==> src/rtl/inst_encoder_if.sv <==
// Byte-stream bundle between an instruction source, the Y86 encoder and the
// instruction-memory loader. The slave modport is the encoder's view.
interface inst_encoder_if #(
  parameter int ADDR_W = 32,
  parameter int CNT_W  = 16
) ();
  // Handshake rule on both sides: a transfer happens on the rising clock edge
  // where valid and ready are both high; valid-side data must hold while ready is low.
  logic              in_valid;
  logic              in_ready;
  logic [3:0]        icode;
  logic [3:0]        ifun;
  logic [3:0]        rA;
  logic [3:0]        rB;
  logic [31:0]       valC;
  logic              addr_load;
  logic [ADDR_W-1:0] addr_in;
  logic              out_valid;
  logic              out_ready;
  logic [7:0]        out_byte;
  logic [ADDR_W-1:0] out_addr;
  logic              out_last;
  logic              err;
  logic [CNT_W-1:0]  inst_count;
  logic              state_dbg;

  modport slave (
    input  in_valid, icode, ifun, rA, rB, valC, addr_load, addr_in, out_ready,
    output in_ready, out_valid, out_byte, out_addr, out_last, err, inst_count, state_dbg
  );

  modport master (
    output in_valid, icode, ifun, rA, rB, valC, addr_load, addr_in, out_ready,
    input  in_ready, out_valid, out_byte, out_addr, out_last, err, inst_count, state_dbg
  );
endinterface

==> src/rtl/inst_encoder.sv <==
// Y86 instruction encoder: latches one decoded instruction and streams its
// architectural byte encoding (1/2/5/6 bytes) with a running byte address.
module inst_encoder #(
  parameter int ADDR_W = 32,
  parameter int CNT_W  = 16
) (
  input logic           clk,
  input logic           rst,
  inst_encoder_if.slave bus
);

  typedef enum logic {
    IDLE = 1'b0,
    EMIT = 1'b1
  } state_t;

  state_t            state, state_nx;
  logic [3:0]        icode_q, ifun_q, ra_q, rb_q;
  logic [31:0]       valc_q;
  logic [2:0]        idx;
  logic [2:0]        len;
  logic [7:0]        byte_sel;
  logic [2:0]        cidx;
  logic [ADDR_W-1:0] addr_q;
  logic [CNT_W-1:0]  count_q;
  logic              err_q;
  logic              legal;
  logic              accept;
  logic              consume;
  logic              is_last;

  assign legal   = (bus.icode <= 4'hB);
  assign accept  = (state == IDLE) && bus.in_valid;
  assign consume = (state == EMIT) && bus.out_ready;
  assign is_last = (idx == (len - 3'd1));

  always_comb begin
    len = 3'd1;
    case (icode_q)
      4'h0, 4'h1, 4'h9:       len = 3'd1;
      4'h2, 4'h6, 4'hA, 4'hB: len = 3'd2;
      4'h7, 4'h8:             len = 3'd5;
      4'h3, 4'h4, 4'h5:       len = 3'd6;
      default:                len = 3'd1;
    endcase
  end

  // jXX/call put valC right after the opcode byte; 6-byte forms after the register byte.
  always_comb begin
    byte_sel = 8'h00;
    cidx     = (len == 3'd5) ? (idx - 3'd1) : (idx - 3'd2);
    if (idx == 3'd0) begin
      byte_sel = {icode_q,
                  (icode_q == 4'h2 || icode_q == 4'h6 || icode_q == 4'h7) ? ifun_q : 4'h0};
    end else if (len != 3'd5 && idx == 3'd1) begin
      byte_sel = {(icode_q == 4'h3) ? 4'hF : ra_q,
                  (icode_q == 4'hA || icode_q == 4'hB) ? 4'hF : rb_q};
    end else begin
      byte_sel = valc_q[{cidx[1:0], 3'b000} +: 8];
    end
  end

  always_ff @(posedge clk or negedge rst) begin
    if (!rst) state <= IDLE;
    else      state <= state_nx;
  end

  always_comb begin
    state_nx = state;
    case (state)
      IDLE:    if (bus.in_valid && legal) state_nx = EMIT;
      EMIT:    if (bus.out_ready && is_last) state_nx = IDLE;
      default: state_nx = IDLE;
    endcase
  end

  always_ff @(posedge clk or negedge rst) begin
    if (!rst) begin
      icode_q <= 4'h0;
      ifun_q  <= 4'h0;
      ra_q    <= 4'h0;
      rb_q    <= 4'h0;
      valc_q  <= 32'h0;
      idx     <= 3'd0;
      addr_q  <= '0;
      count_q <= '0;
      err_q   <= 1'b0;
    end else begin
      err_q <= accept && !legal;
      if (accept) begin
        icode_q <= bus.icode;
        ifun_q  <= bus.ifun;
        ra_q    <= bus.rA;
        rb_q    <= bus.rB;
        valc_q  <= bus.valC;
        idx     <= 3'd0;
      end else if (consume) begin
        idx <= idx + 3'd1;
      end
      // A load shares the IDLE cycle with acceptance, so byte 0 lands at addr_in.
      if (state == IDLE && bus.addr_load) addr_q <= bus.addr_in;
      else if (consume)                   addr_q <= addr_q + 1'b1;
      if (consume && is_last) count_q <= count_q + 1'b1;
    end
  end

  assign bus.in_ready   = (state == IDLE);
  assign bus.out_valid  = (state == EMIT);
  assign bus.out_byte   = (state == EMIT) ? byte_sel : 8'h00;
  assign bus.out_last   = (state == EMIT) && is_last;
  assign bus.out_addr   = addr_q;
  assign bus.err        = err_q;
  assign bus.inst_count = count_q;
  assign bus.state_dbg  = state;

endmodule

==> src/flat_wrapper.sv <==
// flat-port wrapper written by rule: the top's interface ports become plain ports
module inst_encoder_flat 
#(
  parameter int ADDR_W = 32,
  parameter int CNT_W  = 16
)
  (clk, rst, bus_in_valid, bus_icode, bus_ifun, bus_rA, bus_rB, bus_valC, bus_addr_load, bus_addr_in, bus_out_ready, bus_in_ready, bus_out_valid, bus_out_byte, bus_out_addr, bus_out_last, bus_err, bus_inst_count, bus_state_dbg);
  inst_encoder_if #(.ADDR_W(ADDR_W), .CNT_W(CNT_W)) bus_i ();
  input logic clk;
  input logic rst;
  input wire logic [$bits(bus_i.in_valid)-1:0] bus_in_valid;
  input wire logic [$bits(bus_i.icode)-1:0] bus_icode;
  input wire logic [$bits(bus_i.ifun)-1:0] bus_ifun;
  input wire logic [$bits(bus_i.rA)-1:0] bus_rA;
  input wire logic [$bits(bus_i.rB)-1:0] bus_rB;
  input wire logic [$bits(bus_i.valC)-1:0] bus_valC;
  input wire logic [$bits(bus_i.addr_load)-1:0] bus_addr_load;
  input wire logic [$bits(bus_i.addr_in)-1:0] bus_addr_in;
  input wire logic [$bits(bus_i.out_ready)-1:0] bus_out_ready;
  output wire logic [$bits(bus_i.in_ready)-1:0] bus_in_ready;
  output wire logic [$bits(bus_i.out_valid)-1:0] bus_out_valid;
  output wire logic [$bits(bus_i.out_byte)-1:0] bus_out_byte;
  output wire logic [$bits(bus_i.out_addr)-1:0] bus_out_addr;
  output wire logic [$bits(bus_i.out_last)-1:0] bus_out_last;
  output wire logic [$bits(bus_i.err)-1:0] bus_err;
  output wire logic [$bits(bus_i.inst_count)-1:0] bus_inst_count;
  output wire logic [$bits(bus_i.state_dbg)-1:0] bus_state_dbg;
  assign bus_i.in_valid = bus_in_valid;
  assign bus_i.icode = bus_icode;
  assign bus_i.ifun = bus_ifun;
  assign bus_i.rA = bus_rA;
  assign bus_i.rB = bus_rB;
  assign bus_i.valC = bus_valC;
  assign bus_i.addr_load = bus_addr_load;
  assign bus_i.addr_in = bus_addr_in;
  assign bus_i.out_ready = bus_out_ready;
  assign bus_in_ready = bus_i.in_ready;
  assign bus_out_valid = bus_i.out_valid;
  assign bus_out_byte = bus_i.out_byte;
  assign bus_out_addr = bus_i.out_addr;
  assign bus_out_last = bus_i.out_last;
  assign bus_err = bus_i.err;
  assign bus_inst_count = bus_i.inst_count;
  assign bus_state_dbg = bus_i.state_dbg;
  inst_encoder #(.ADDR_W(ADDR_W), .CNT_W(CNT_W)) u_core (.clk(clk), .rst(rst), .bus(bus_i));
endmodule
==> config.mk <==
export PLATFORM = sky130hd
export DESIGN_NAME = inst_encoder_flat
export DESIGN_NICKNAME = d
export VERILOG_FILES = /design/src/rtl/inst_encoder_if.sv /design/src/rtl/inst_encoder.sv /design/src/flat_wrapper.sv
export SDC_FILE = /design/constraint.sdc
export NUM_CORES = 1
export LEC_CHECK = 0
export ABC_AREA = 1
export CORE_UTILIZATION = 50
export DETAILED_ROUTE_END_ITERATION = 10
export GPL_TIMING_DRIVEN = 0
export MAX_ROUTING_LAYER = met4
export PLACE_DENSITY = 0.86
export SLEW_MARGIN = 30
export SYNTH_ARGS = -nofsm -noshare
export SYNTH_HDL_FRONTEND = slang
export SYNTH_SLANG_ARGS = --single-unit
==> constraint.sdc <==
create_clock -name clk -period 2.6 [get_ports clk]
set_input_delay 0.52 -clock clk [delete_from_list [all_inputs] [get_ports clk]]
set_output_delay 0.52 -clock clk [all_outputs]
set_load 0.03 [all_outputs]
==> impl_metrics.py, run 1 <==
metrics = {
    "synthesis": {
        "ys_ff_latch": 101,
        "synth-warning-count": 0,
        "synthCells": 833,
        "synth_top_area_share_pct": 43.1,
        "synth-main-ff-cell": "dfrtp_1",
        "synthTopCellsByArea": "dfrtp_1 43%, nand2_1 19%, nand3_1 6.8%",
        "syn_area_um2": 5860,
        "yosys.area.top_type": "dfrtp_1",
        "synth_fp_nets": 925,
        "syn-mean-instance-area_um2": 7.04,
        "ys_seq_area_share_pct": 43.1,
        "async_reset_ff_share_pct": 100,
        "synth_cell_types": 32,
        "synth_edf_count": 0,
    },
    "timing": {
        "fin_ws_ns": -0.286,
        "drv_slew": 0,
        "fin_worst_skew_ns": 0.00663,
        "fin_crit_ns": 2.89,
        "holdWs_ns": 0.0831,
        "fmax_mhz": 346,
        "period_share_pct": 111,
        "worst_pin_slew_ns": 0.602,
        "rsz0062_at_grt": "yes",
        "relSlewSlack_pct": 59.8,
        "hold_viol": 0,
        "setup_viol": 9,
    },
    "final_layout": {
        "area_growth_pct": 41.7,
        "antenna_cells": 0,
        "fin_util_pct": 72.8,
        "fill_cells": 876,
        "fin_area_um2": 8310,
        "layout_common_cells": "280 x nand2_1, 135 x clkdlybuf4s50_1, 98 x dfrtp_1",
        "regArea_um2": 2530,
        "fin_nets": 1100,
        "final_cells": 1155,
        "layout-drive-gt1-share_pct": 11.1,
        "multiInputGateArea_um2": 3240,
        "final_common_cell": "nand2_1",
    },
    "cts": {
        "numCtsBuffers": 9,
        "clock_path_buffers": 2,
        "cts_max_level": 3,
        "clockRootBuffer": "clkbuf_16",
        "numClockSinks": 101,
        "cts_tree": "yes",
        "clkSlewWorstSetupHoldPaths_ns": 0.07,
        "clk_latency_ns": 0.35,
    },
    "critical_path": {
        "crit_required_ns": 2.08,
        "startpoint_type": "flip-flop",
        "crit_arrival_ns": 2.37,
        "reg2regPathDepth": 13,
        "worstSetupEndpointType": "primary output",
        "path_class": "flip-flop to primary output",
        "crit_path_max_fanout": 7,
        "cp-startpoint": "u_core.icode_q[1]",
        "ff2ff_setup_slack_ns": 0.15,
        "rr_startpoint": "u_core.icode_q[2]",
    },
    "global_route": {
        "grt.met2_usage_pct": 51.1,
        "busiest_layer": "met2",
        "grt_max_degree": 59,
        "antenna_found_initial": 0,
        "grt.total_usage_pct": 32.6,
        "grt_pass1_wl_um": 29200,
        "grt_overflow_total": 0,
        "grtUsageMet1_pct": 41.4,
        "grt_util_met3_pct": 4.88,
        "grt_pass1_vias": 5933,
    },
    "placed_design": {
        "portBuffers": 145,
        "placed_cells": 1122,
        "placed_cell_area_um2": 7550,
        "gp_congestion": 0.958,
        "dp_hpwl_um": 13200,
    },
    "floorplanning": {
        "rows": 39,
        "start_util_pct": 51.4,
        "die_width_um": 110,
        "die_h_um": 110,
        "fp.dieArea_um2": 12200,
        "core_um2": 11400,
        "ioPinCount": 146,
    },
    "detailed_routing": {
        "num_vias": 6456,
        "wl_per_cell_um": 16.4,
        "vias_per_cell": 5.59,
        "drc": 0,
        "wl_um": 19000,
        "ant_nets": 0,
        "dr.pass1.iters": 5,
        "drt_iter0_drc": 510,
    },
    "status": {
        "violations": "setup timing",
        "status": "finished with violations",
    },
    "power_and_ir_drop": {
        "ir_drop_v": 0.000775,
        "power_uw": 11300,
        "p_per_area_nw_per_um2": 1360,
        "power.leakage_uw": 0.00381,
    },
    "flow_run": {
        "maxCapViolCount": 0,
    },
    "worst_hold_path": {
        "hold_path_class": "primary input to asynchronous set/reset pin",
    },
}
[worst max-delay path, stage by stage (launching register included)]
cell and delay [ns]:
dfrtp_2 0.46, inv_4 0.10, nor2_4 0.05, a21oi_4 0.15, ha_4 0.18, nand3_4 0.17, nand2_4 0.17, buf_6 0.14
nand3_1 0.08, nand3_2 0.08, nand3_2 0.10, a21oi_2 0.17, buf_6 0.15
[cells by family (layout without fill, tap and decap cells)]
group / after synthesis / after routing / share of synthesized area [%]
xor gates and xnor gates: 25 / 25 / 3.73
and+or+nand+nor: 476 / 476 / 33.6
DFF: 101 / 101 / 43.1
adders and majority gates: 7 / 7 / 1.49
AOI/OAI and AO/OA: 118 / 118 / 11.0
buffers and inverters: 106 / 285 / 7.04
[final cells by class]
type / count / share of cell area (%)
Sequential cell: 101 / 30.5
Clock buffer: 13 / 3.25
Timing Repair Buffer: 164 / 19.7
Multi-Input combinational cell: 626 / 39.0
Tap cell: 143 / 2.15
Inverter: 77 / 3.51
Clock inverter: 2 / 0.196
Buffer: 29 / 1.78
[stage by stage]
| stage | setup WS [ns] | setup TNS (ns) |
|---|---|---|
| 6_report | -0.286 | -2.41 |
| 5_1_grt | -0.392 | -3.19 |
| 4_1_cts | -0.215 | -1.69 |
| 3_5_place_dp | -0.898 | -8.28 |
| 3_3_place_gp | -2.74 | -283.26 |
| 2_1_floorplan | 0.0129 | 0 |
[routing by layer]
metal / up-vias / part of all wire [%]
met5: - / 0
met4: 0 / 3.5
met3: 58 / 8.4
met2: 340 / 48
met1: 2997 / 40
li1: 3061 / -
[cells in the mapped netlist, drive strengths merged, types with 2 or more instances]
| cell type | count |
|---|---|
| o211ai | 7 |
| dfrtp | 101 |
| clkbuf | 23 |
| ha | 7 |
| nand4 | 14 |
| o22ai | 11 |
| xnor2 | 8 |
| or2 | 2 |
| nand3 | 81 |
| xor2 | 17 |
| buf | 6 |
| nor2 | 70 |
| inv | 76 |
| o21a | 2 |
| a21oi | 26 |
| a311oi | 3 |
| a211oi | 2 |
| o21ai | 66 |
| nor3 | 17 |
| nand2 | 290 |
[sequential cells by signal (all words and copies together) (netlist names)]
register and flops:
u_core.idx 3, u_core.ra_q 4, u_core.bus.out_addr 32, u_core.ifun_q 4
u_core.bus.err 1, u_core.rb_q 4, u_core.bus.out_valid 1, u_core.valc_q 32
u_core.bus.inst_count 16, u_core.icode_q 4
[path summary, 6_finish.rpt]
path | to
setup / recovery | bus_out_byte[7]
hold / removal | u_core.ifun_q[2]
setup reg to reg | u_core.bus.inst_count[5]
hold reg to reg | u_core.valc_q[13]
max in group asynchronous | u_core.icode_q[3]
min in group clk | u_core.valc_q[13]
[power by group]
part | internal (uW) | switching (uW) | leakage [uW]
clock | 728 | 599 | 0.000138
sequential | 2260 | 749 | 0.00124
combinational | 2670 | 4270 | 0.00243
[what timing repair did]
action,in CTS,in global routing
pin swaps,13,24
gates resized for setup,108,31
buffers inserted,13,4
hold buffers,0,0
cloned,1,0
endpoints found under the setup margin,9,9
Note: power is estimated with default switching activity, not from simulation.
==> run 2: changes to the inputs <==
--- a/config.mk
+++ b/config.mk
@@ -11,2 +11,3 @@
 export GPL_TIMING_DRIVEN = 0
+export HOLD_SLACK_MARGIN = 0.02
 export MAX_ROUTING_LAYER = met4
==> constraint.sdc (replaced) <==
create_clock -name clk -period 2.6 [get_ports clk]
set_input_delay 0.39 -clock clk [delete_from_list [all_inputs] [get_ports clk]]
set_output_delay 0.39 -clock clk [all_outputs]
set_load 0.03 [all_outputs]
==> impl_metrics.py, run 2 (synthesis results as in run 1) <==
metrics = {
    "cts": {
        "clockRootBuffer": "clkbuf_16",
        "numCtsBuffers": 9,
        "clk_latency_ns": 0.36,
        "cts_tree": "yes",
        "cts_max_level": 3,
        "numClockSinks": 101,
        "clkSlewWorstSetupHoldPaths_ns": 0.07,
        "clock_path_buffers": 2,
    },
    "final_layout": {
        "antenna_cells": 0,
        "fill_cells": 844,
        "fin_nets": 1102,
        "area_growth_pct": 42.9,
        "final_cells": 1157,
        "fin_area_um2": 8380,
        "final_common_cell": "nand2_1",
        "layout_common_cells": "280 x nand2_1, 135 x clkdlybuf4s50_1, 97 x dfrtp_1",
        "layout-drive-gt1-share_pct": 11.7,
        "fin_util_pct": 73.4,
    },
    "floorplanning": {
        "start_util_pct": 51.4,
        "die_h_um": 110,
        "ioPinCount": 146,
        "rows": 39,
        "fp.dieArea_um2": 12200,
        "core_um2": 11400,
        "die_width_um": 110,
    },
    "worst_hold_path": {
        "hold_path_class": "flip-flop to flip-flop",
    },
    "placed_design": {
        "dp_hpwl_um": 12900,
        "placed_cells": 1122,
        "placed_cell_area_um2": 7520,
        "portBuffers": 145,
        "gp_congestion": 0.953,
    },
    "detailed_routing": {
        "wl_per_cell_um": 17.5,
        "dr.pass1.iters": 7,
        "drt_iter0_drc": 848,
        "drc": 0,
        "ant_nets": 0,
        "num_vias": 6677,
        "vias_per_cell": 5.77,
        "wl_um": 20300,
    },
    "critical_path": {
        "crit_arrival_ns": 2.46,
        "crit_required_ns": 2.21,
        "path_class": "flip-flop to primary output",
        "crit_path_max_fanout": 8,
        "startpoint_type": "flip-flop",
        "worstSetupEndpointType": "primary output",
    },
    "global_route": {
        "grt_max_degree": 62,
        "grt.total_usage_pct": 32.5,
        "antenna_found_initial": 0,
        "grt_pass1_vias": 6199,
        "grt_overflow_total": 0,
        "grt_pass1_wl_um": 29300,
    },
    "timing": {
        "worst_pin_slew_ns": 0.634,
        "setup_viol": 9,
        "period_share_pct": 110,
        "hold_viol": 0,
        "rsz0062_at_grt": "yes",
        "setup_tns_ns": -1.95,
        "fin_ws_ns": -0.255,
        "drv_slew": 0,
        "fmax_mhz": 350,
        "fin_crit_ns": 2.85,
        "relSlewSlack_pct": 57.8,
        "fin_worst_skew_ns": 0.00749,
    },
    "status": {
        "status": "finished with violations",
        "violations": "setup timing",
    },
    "power_and_ir_drop": {
        "power.leakage_uw": 0.00384,
        "p_per_area_nw_per_um2": 1400,
        "ir_drop_v": 0.00127,
    },
    "flow_run": {
        "maxCapViolCount": 0,
    },
}
-- run 2: cell count changes in the layout (fill, tap and decap cells not counted), moves of 2 or more --
cell      before  now
nand3_4        2    4
o21ai_0       55   53
nand3_1       58   55
buf_12         0    2
clkbuf_8       3    0
o21ai_2        2    4
clkbuf_1      23   21
-- run 2: timing repair --
action	in CTS	in global routing
gates resized for setup	119	37
cloned	1	0
hold buffers	1	0
buffers inserted	11	7
hold endpoints to repair	40	0
setup endpoints to repair	9	9
pin swaps	18	17
-- run 2: worst max-delay path: stages, from the launching register on --
cell     delay [ns]
dfrtp_2        0.44
buf_4          0.17
o21ai_2        0.32
nand3_4        0.24
buf_12         0.20
o21ai_4        0.15
buf_12         0.15
nand3_4        0.09
nand3_2        0.11
a21oi_4        0.07
buf_6          0.16
-- run 2: final timing paths --
check / start / to / slack, ns / depth (start not counted)
setup / recovery: u_core.icode_q[2] / bus_out_byte[4] / -0.25 / 10
hold / removal: u_core.valc_q[3] / u_core.valc_q[3] / 0.49 / 2
setup reg to reg: u_core.icode_q[2] / u_core.bus.inst_count[12] / 0.13 / 12
hold reg to reg: u_core.valc_q[3] / u_core.valc_q[3] / 0.49 / 2
max in group asynchronous: rst / u_core.icode_q[2] / 1.41 / 3
min in group asynchronous: rst / u_core.valc_q[28] / 0.51 / 2
-- run 2: where the power goes --
group	internal (uW)	switching, uW	leakage (uW)
combinational	2790	4500	0.00246
clock	755	663	0.000144
sequential	2260	775	0.00124
total	5810	5940	0.00384
-- run 2: per-layer routing --
metal / share of wire [%] / GRT usage [%]
met2: 47 / 50.8
met1: 39 / 40.7
met4: 4.1 / 17.7
met3: 9.8 / 4.94
met5: 0 / -
-- run 2: final cells by class --
class,instances,area (um^2),area share [%]
plain buffers,29,149,1.78
clock buffers,9,225,2.69
clock inverters,6,71.3,0.851
inverters,77,292,3.48
multi-input cells,626,3250,38.8
flip-flops and latches,101,2530,30.2
well taps,143,179,2.14
repair buffers,166,1680,20.0
-- run 2: through the flow --
step / setup WS, ns / power (uW) / hold WS [ns]
finish: -0.255 / 11700 / 0.486
floorplan: 0.00189 / 6470 / 0.0944
global route: -0.329 / 12300 / 0.512
global placement: -2.69 / 8440 / 0.464
detailed placement: -0.799 / 8560 / 0.330
CTS: -0.144 / 10700 / 0.485
==> run 3: changes to the inputs <==
- REMOVE_ABC_BUFFERS: not set -> 1
==> impl_metrics.py, run 3 (synthesis results as in run 1) <==
metrics = {
    "worst_hold_path": {
        "hold_path_class": "primary input to asynchronous set/reset pin",
    },
    "detailed_routing": {
        "dr.pass1.iters": 6,
        "ant_nets": 0,
        "num_vias": 6422,
        "drt_iter0_drc": 645,
        "drc": 0,
        "wl_per_cell_um": 16.3,
        "vias_per_cell": 5.62,
        "wl_um": 18700,
    },
    "timing": {
        "fmax_mhz": 358,
        "relSlewSlack_pct": 56.1,
        "fin_crit_ns": 2.79,
        "worst_pin_slew_ns": 0.656,
        "rsz0062_at_grt": "yes",
        "drv_slew": 0,
        "hold_viol": 0,
        "holdWs_ns": 0.473,
        "fin_worst_skew_ns": 0.0105,
        "period_share_pct": 107,
        "setup_viol": 8,
        "fin_ws_ns": -0.190,
    },
    "global_route": {
        "grt.total_usage_pct": 29.9,
        "grt_pass1_wl_um": 26900,
        "grt_pass1_vias": 5594,
        "grt_max_degree": 74,
        "antenna_found_initial": 0,
        "grt_overflow_total": 0,
    },
    "final_layout": {
        "multiInputGateArea_um2": 3290,
        "layout_common_cells": "274 x nand2_1, 135 x clkdlybuf4s50_1, 97 x dfrtp_1",
        "antenna_cells": 0,
        "layout-drive-gt1-share_pct": 13.2,
        "fill_cells": 879,
        "final_common_cell": "nand2_1",
        "regArea_um2": 2530,
        "fin_util_pct": 73.7,
        "fin_nets": 1087,
        "area_growth_pct": 43.5,
    },
    "floorplanning": {
        "die_width_um": 110,
        "core_um2": 11400,
        "start_util_pct": 51.4,
        "ioPinCount": 146,
        "die_h_um": 110,
        "rows": 39,
        "fp.dieArea_um2": 12200,
    },
    "critical_path": {
        "crit_required_ns": 2.21,
        "cpLargestDelayFamily": "simple AND/OR/NAND/NOR gates",
        "startpoint_type": "flip-flop",
        "path_class": "flip-flop to primary output",
        "slowest_stage": "dfrtp_1",
        "worst-path-stages": 12,
        "worstSetupEndpointType": "primary output",
        "crit_path_max_fanout": 6,
        "cp_num_buf_inv": 3,
        "crit_chain": "nand2_2 > a21oi_2 > ha_2 > nand3_4 > buf_6 > nand2_8 > buf_12 > nand3_2 > nand3_2 > nand3_2 > a21oi_2 > buf_6",
        "critPathMaxStageDelay_ns": 0.41,
        "cpMostUsedCell": "nand3_2",
        "reg2regPathDepth": 13,
        "crit_arrival_ns": 2.40,
    },
    "placed_design": {
        "gp_congestion": 0.950,
        "portBuffers": 145,
        "dp_hpwl_um": 11700,
    },
    "status": {
        "status": "finished with violations",
        "violations": "setup timing",
    },
    "flow_run": {
        "maxCapViolCount": 0,
    },
    "cts": {
        "cts_tree": "yes",
        "cts_max_level": 3,
        "clkSlewWorstSetupHoldPaths_ns": 0.07,
        "clock_path_buffers": 2,
        "clk_latency_ns": 0.36,
        "clockRootBuffer": "clkbuf_16",
        "numClockSinks": 101,
        "numCtsBuffers": 9,
    },
    "power_and_ir_drop": {
        "p_per_area_nw_per_um2": 1370,
        "switchingPower_uw": 5740,
        "seqPwrFrac_pct": 26.1,
        "ir_drop_v": 0.000912,
        "p_clk_share_pct": 11.5,
        "pwr-share-comb_pct": 62.4,
        "p_int_uw": 5810,
        "power.leakage_uw": 0.00385,
        "sw_frac_of_total_pct": 49.7,
    },
}
run 3: power groups by stage:
stage	Sequential, uW	Clock [uW]	Combinational [uW]
3_5_place_dp	2970	0	5400
4_1_cts	2980	1320	5930
6_report	3020	1320	7210
2_1_floorplan	3400	0	2960
5_1_grt	3090	1400	7760
3_3_place_gp	2970	0	5310
run 3: what timing repair did:
item	4_1_cts	5_1_grt
hold buffers	1	0
endpoints found under the setup margin	89	74
resized for setup	99	61
gates cloned	3	1
endpoints found under the hold margin	28	0
pin swaps	9	24
buffers inserted	8	21
run 3: worst register-to-register path: stages (launching register included):
cell,delay [ns]
dfrtp_1,0.41
nand2_2,0.12
buf_4,0.15
nand2_1,0.08
o21ai_2,0.07
ha_1,0.20
xor2_1,0.16
xor2_1,0.18
nand2_2,0.11
buf_4,0.16
nor2_4,0.34
inv_2,0.16
nand2_1,0.09
nand2_1,0.05
run 3: path summary, 6_finish.rpt:
path                            slack [ns]                   endpoint              start
worst max register to register        0.22  u_core.bus.inst_count[11]  u_core.icode_q[1]
worst min register to register        0.48           u_core.valc_q[6]   u_core.valc_q[6]
worst min-delay path                  0.47          u_core.valc_q[24]                rst
min in group clk                      0.48           u_core.valc_q[6]   u_core.valc_q[6]
max in group asynchronous             1.46       u_core.bus.out_valid                rst
worst max-delay path                 -0.19            bus_out_byte[2]  u_core.icode_q[1]
run 3: layout make-up:
| type | count | area share, % |
|---|---|---|
| timing repair buffer | 176 | 21.5 |
| multi-input combinational | 628 | 39.1 |
| timing repair inverter | 2 | 0.119 |
| clock buffer | 11 | 2.89 |
| clock inverter | 5 | 0.491 |
| sequential | 101 | 30.1 |
| inverter | 77 | 3.58 |
| tap | 143 | 2.13 |
run 3: per-stage QoR:
| stage | setup WS [ns] | total power (uW) | cells | area [um^2] | TNS, ns |
|---|---|---|---|---|---|
| 4_1_cts | -0.189 | 10200 | 1121 | 7950 | -1.53 |
| 3_5_place_dp | -1.30 | 8380 | 1093 | 7410 | -45.09 |
| 3_3_place_gp | -2.65 | 8280 | 1092 | 7370 | -389.59 |
| 5_1_grt | -0.323 | 12200 | 1143 | 8410 | -2.34 |
| 6_report | -0.190 | 11500 | 1143 | 8410 | -1.33 |
| 2_1_floorplan | -0.905 | 6360 | 804 | 5740 | -65.44 |
run 3: metal layers:
metal  GRT usage (%)  vias to the layer above  share of wire, %
li1                -                     3033                 -
met1            38.5                     3003                41
met2            46.9                      323                48
met3            6.41                       63               7.9
met4            9.77                        0               3.3
met5               -                        -                 0
